--- src/rtl/uart_rx_fifo.sv ---
// Byte FIFO from uart_rx to the ioexp transponder, with RTS hysteresis and a four-phase offer handshake.
// Optional dropped-byte counter enabled by defining UART_RX_FIFO_STATS_EN.
module uart_rx_fifo #(
    parameter int unsigned DEPTH_LOG2 = 4,
    parameter int unsigned RTS_HI     = 12,
    parameter int unsigned RTS_LO     = 4
) (
    input  logic                  clk,
    input  logic                  rst,
    input  logic [7:0]            in_data,
    input  logic                  in_valid,
    output logic                  rts_n,
    output logic [7:0]            tx_data,
    output logic                  tx_data_available,
    input  logic                  tx_data_ack_n,
    output logic [DEPTH_LOG2:0]   level,
    output logic [7:0]            ovf_count
);

    localparam int unsigned DEPTH = 2 ** DEPTH_LOG2;
    localparam int unsigned LW    = DEPTH_LOG2 + 1;

    typedef enum logic [1:0] {
        IDLE    = 2'd0,
        OFFER   = 2'd1,
        RELEASE = 2'd2
    } state_t;

    state_t                state, state_nxt;
    logic [7:0]            mem [DEPTH];
    logic [DEPTH_LOG2-1:0] wr_ptr, rd_ptr;
    logic                  full_c, pop_c, push_c;
    logic                  avail_nxt;
    logic [7:0]            tx_data_nxt;
    logic [LW-1:0]         level_nxt;

    assign full_c = (level == LW'(DEPTH));
    // A full FIFO still accepts a byte when the same cycle frees a slot.
    assign push_c = in_valid && (!full_c || pop_c);

    always_ff @(posedge clk) begin
        if (rst) state <= IDLE;
        else     state <= state_nxt;
    end

    // Handshake sequencing; the pop happens only on OFFER->RELEASE.
    always_comb begin
        state_nxt   = state;
        avail_nxt   = 1'b0;
        tx_data_nxt = tx_data;
        pop_c       = 1'b0;
        case (state)
            IDLE: begin
                if (level != '0 && tx_data_ack_n) begin
                    tx_data_nxt = mem[rd_ptr];
                    avail_nxt   = 1'b1;
                    state_nxt   = OFFER;
                end
            end
            OFFER: begin
                avail_nxt = 1'b1;
                if (!tx_data_ack_n) begin
                    pop_c     = 1'b1;
                    avail_nxt = 1'b0;
                    state_nxt = RELEASE;
                end
            end
            RELEASE: begin
                if (tx_data_ack_n) state_nxt = IDLE;
            end
            default: state_nxt = IDLE;
        endcase
    end

    always_comb begin
        level_nxt = level;
        case ({push_c, pop_c})
            2'b10:   level_nxt = level + LW'(1);
            2'b01:   level_nxt = level - LW'(1);
            default: level_nxt = level;
        endcase
    end

    always_ff @(posedge clk) begin
        if (!rst && push_c) mem[wr_ptr] <= in_data;
    end

    always_ff @(posedge clk) begin
        if (rst) begin
            wr_ptr            <= '0;
            rd_ptr            <= '0;
            level             <= '0;
            rts_n             <= 1'b0;
            tx_data           <= 8'h00;
            tx_data_available <= 1'b0;
        end else begin
            if (push_c) wr_ptr <= wr_ptr + DEPTH_LOG2'(1);
            if (pop_c)  rd_ptr <= rd_ptr + DEPTH_LOG2'(1);
            level             <= level_nxt;
            tx_data           <= tx_data_nxt;
            tx_data_available <= avail_nxt;
            // Hysteresis on the settled fill level, held between the thresholds.
            if (level >= LW'(RTS_HI))      rts_n <= 1'b1;
            else if (level <= LW'(RTS_LO)) rts_n <= 1'b0;
        end
    end

`ifdef UART_RX_FIFO_STATS_EN
    logic       drop_c;
    logic [7:0] ovf_q;

    assign drop_c = in_valid && full_c && !pop_c;

    always_ff @(posedge clk) begin
        if (rst)                            ovf_q <= 8'h00;
        else if (drop_c && ovf_q != 8'hFF)  ovf_q <= ovf_q + 8'd1;
    end

    assign ovf_count = ovf_q;
`else
    assign ovf_count = 8'h00;
`endif

endmodule

--- config.mk ---
export PLATFORM = sky130hd
export DESIGN_NAME = uart_rx_fifo
export DESIGN_NICKNAME = d
export VERILOG_FILES = /design/src/rtl/uart_rx_fifo.sv
export SDC_FILE = /design/constraint.sdc
export NUM_CORES = 1
export LEC_CHECK = 0
export BUFFER_PORTS_ARGS = -buffer_cell sky130_fd_sc_hd__buf_2
export CAP_MARGIN = 20
export CORE_ASPECT_RATIO = 1.5
export CORE_MARGIN = 2
export CORE_UTILIZATION = 55
export DETAILED_ROUTE_END_ITERATION = 8
export PLACE_DENSITY = 0.73
export SLEW_MARGIN = 20
export SYNTH_ARGS = -nofsm -noshare
export SYNTH_HDL_FRONTEND = slang
export SYNTH_SLANG_ARGS = --single-unit
--- constraint.sdc ---
create_clock -name clk -period 3.24 [get_ports clk]
set_input_delay 0.486 -clock clk [delete_from_list [all_inputs] [get_ports clk]]
set_output_delay 0.486 -clock clk [all_outputs]
set_load 0.01 [all_outputs]
==> impl_metrics.env <==
export IMPL_grt_first_pass_wirelength_mm=18.5
export IMPL_cts_root_buf="clkbuf_16"
export IMPL_yosys_warnings=0
export IMPL_path_class="reg -> reg"
export IMPL_post_route_period_util_pct=80.6
export IMPL_grt_pass1_vias=3380
export IMPL_antenna_cells=0
export IMPL_ys_seq_elements=153
export IMPL_r2r_cells=9
export IMPL_clkPwrFrac_pct=41.2
export IMPL_worst_hold_slack_ps=294
export IMPL_maxSlewViolCount=0
export IMPL_worstSkewPairLatency_ps=420
export IMPL_relSlewSlack_pct=44.7
export IMPL_htreeDepth=4
export IMPL_max_clock_freq_mhz=383
export IMPL_tns_ps=0
export IMPL_leakage_nw=2.41
export IMPL_drive_above_1_share_pct=29.7
export IMPL_arrival_ps=2940
export IMPL_min_path_type="in -> reg"
export IMPL_hold_viol_final=0
export IMPL_synth_top_cell_area_share_pct=62.1
export IMPL_ant_nets=0
export IMPL_pwr_share_seq_pct=53.2
export IMPL_vias=3207
export IMPL_viasPerCell=5.75
export IMPL_placed_area_um2=6570
export IMPL_start_kind="flip-flop"
export IMPL_synth_area_per_cell_um2=17.8
export IMPL_drt_wl_total_mm=11.7
export IMPL_dieWidth_um=90.6
export IMPL_synthArstFlopShare_pct=0
export IMPL_synth_cells=347
export IMPL_hold_path_depth=2
export IMPL_critPathRequiredTime_ps=3560
export IMPL_crit_path_cell_trace="nor3b_2, buf_4, nand2_1, clkinv_1, fa_1, a21o_1, a21oi_1, mux2i_1, a221oi_1"
export IMPL_internal_power_mw=3.22
export IMPL_start_util_pct=56.3
export IMPL_worst_slew_pin_slew_ps=830
export IMPL_layout_commonest_cell="edfxtp_1"
export IMPL_synth_area_um2=6190
export IMPL_period_needed_ps=2610
export IMPL_core_area_um2=11000
export IMPL_area_delta_synth_final_pct=14.4
export IMPL_rsz0062_at_grt="no"
export IMPL_status="finished, final reports clean"
export IMPL_dpl_hpwl_mm=7.52
export IMPL_synth_ff_type="edfxtp_1"
export IMPL_maxCapViolCount=0
export IMPL_grt_max_degree=24
export IMPL_grt_ovfl_total=0
export IMPL_antenna_found_initial=0
export IMPL_yosys_area_top_type="edfxtp_1"
export IMPL_clock_skew_ps=11.2
export IMPL_postCtsSetupBuffers=0
export IMPL_fin_area_um2=7080
export IMPL_setup_violations=0
export IMPL_swShare_pct=21.9
export IMPL_row_count=47
export IMPL_die_h_um=134
export IMPL_gp_congestion=0.797
export IMPL_cp_max_fo=9
export IMPL_hold_buffers=0
export IMPL_finalCoreUtilization_pct=64.4
export IMPL_io_buffer_count=26
export IMPL_grt_usage_pct=21.2
export IMPL_p_comb_share_pct=5.6
export IMPL_ys_seq_area_share_pct=70.2
export IMPL_cts_tree="done"
export IMPL_routedWlPerCell_um=21.0
export IMPL_mostFrequentLayoutCells="128 x edfxtp_1, 33 x nor2_1, 32 x mux4_2"
export IMPL_switchingPower_mw=0.903
export IMPL_cp_slowest_cell="fa_1"
export IMPL_io_pins=35
export IMPL_peakVddDrop_v=0.000399
export IMPL_cts_sinks=153
export IMPL_synth_distinct_cells=47
export IMPL_post_cts_resized=0
export IMPL_num_nets_final=419
export IMPL_synth_edf_count=128
export IMPL_powerDensity_nw_per_um2=583
export IMPL_yosys_top_cells_area="edfxtp_1 62%, mux4_2 12%, dfxtp_1 8.1%, nor2_1 2.0%, ha_1 1.6%"
export IMPL_drc=0
export IMPL_first_iter_violations=219
export IMPL_clockBufferDepth=2
export IMPL_cts_buffers=17
export IMPL_dieArea_um2=12100
export IMPL_clk_pin_slew_worst_paths_ps=60
export IMPL_end_kind="flip-flop"
export IMPL_max_stage_delay_ps=490
export IMPL_first_pass_iters=5
## final timing paths
kind                               startpoint    endpoint  slack [ps]
worst max-delay path                 state[0]    level[4]         630
worst min register to register     tx_data[2]  tx_data[2]         490
worst max register to register       state[0]    level[4]         630
worst min-delay path            tx_data_ack_n    state[1]         290
## layer usage
layer  vias to the layer above  global-route usage (%)  share of wire, %
met1                      1666                    24.3                39
li1                       1457                       -                 -
met5                         -                       0                 0
met3                        15                    5.11               3.5
met4                         0                    9.23               2.3
met2                        69                    37.7                56
## registers in the layout, summed over array words and instances, names as in the netlist
register and count:
tx_data_available 1, rts_n 1, state 2, mem 128, level 5, rd_ptr 4
tx_data 8, wr_ptr 4
## critical path: cells and delay by family, from the launching register on
kind,cells,cell delay (ps)
multiplexers,1,120
flip-flops,1,380
AO/OA/AOI/OAI,3,720
AND/OR/NAND/NOR,2,360
buffers and inverters,2,450
adder cells (fa/ha/maj),1,490
## cell usage after synthesis (2+ instances only)
master,n
a21o_1,2
a21oi_1,8
a221o_1,8
buf_1,2
buf_2,4
buf_4,10
buf_6,2
clkbuf_1,5
dfxtp_1,25
edfxtp_1,128
ha_1,8
inv_1,4
mux2_2,7
mux2i_1,10
mux4_2,32
nand2_1,11
nand2b_1,2
nand3_1,2
nand4_1,2
nor2_1,33
nor3_1,5
nor3b_1,2
o21ai_0,2
o31a_1,3
or3_1,2
xnor2_1,3
xor2_1,5
## cell families (layout without fill, tap and decap cells)
group / Yosys count / in the layout / share of synthesized area [%]
flops: 153 / 153 / 70.2
simple gates: 66 / 66 / 5.17
mux: 50 / 50 / 14.7
compound gates: 32 / 32 / 4.16
buf+inv: 28 / 85 / 2.63
fa+ha+maj: 9 / 9 / 1.94
xor+xnor: 8 / 8 / 1.13
other cells: 1 / 8 / 0.0606
## stage by stage
step / std cells / worst slack [ps] / power, mW
after floorplan: 354 / 901 / 2.39
after global placement: 526 / 672 / 2.46
after detailed placement: 526 / 553 / 2.47
after CTS: 558 / 648 / 4.16
after global routing: 558 / 459 / 4.27
final: 558 / 628 / 4.13
## power groups by stage
stage	registers [mW]	clock network [mW]	logic [mW]
3_5_place_dp	2.24	0	0.233
3_3_place_gp	2.23	0	0.223
4_1_cts	2.20	1.73	0.234
2_1_floorplan	2.23	0	0.152
6_report	2.20	1.70	0.231
5_1_grt	2.20	1.81	0.255
## cell type report
cell class | count | area (um^2)
Multi-Input combinational cell | 173 | 1710
Clock buffer | 18 | 429
Timing Repair Buffer | 48 | 308
Tap cell | 147 | 184
Fill cell | 797 | 3920
Sequential cell | 153 | 4350
Clock inverter | 14 | 85.1
Inverter | 5 | 18.8
Power figures use the tool's default switching activity.
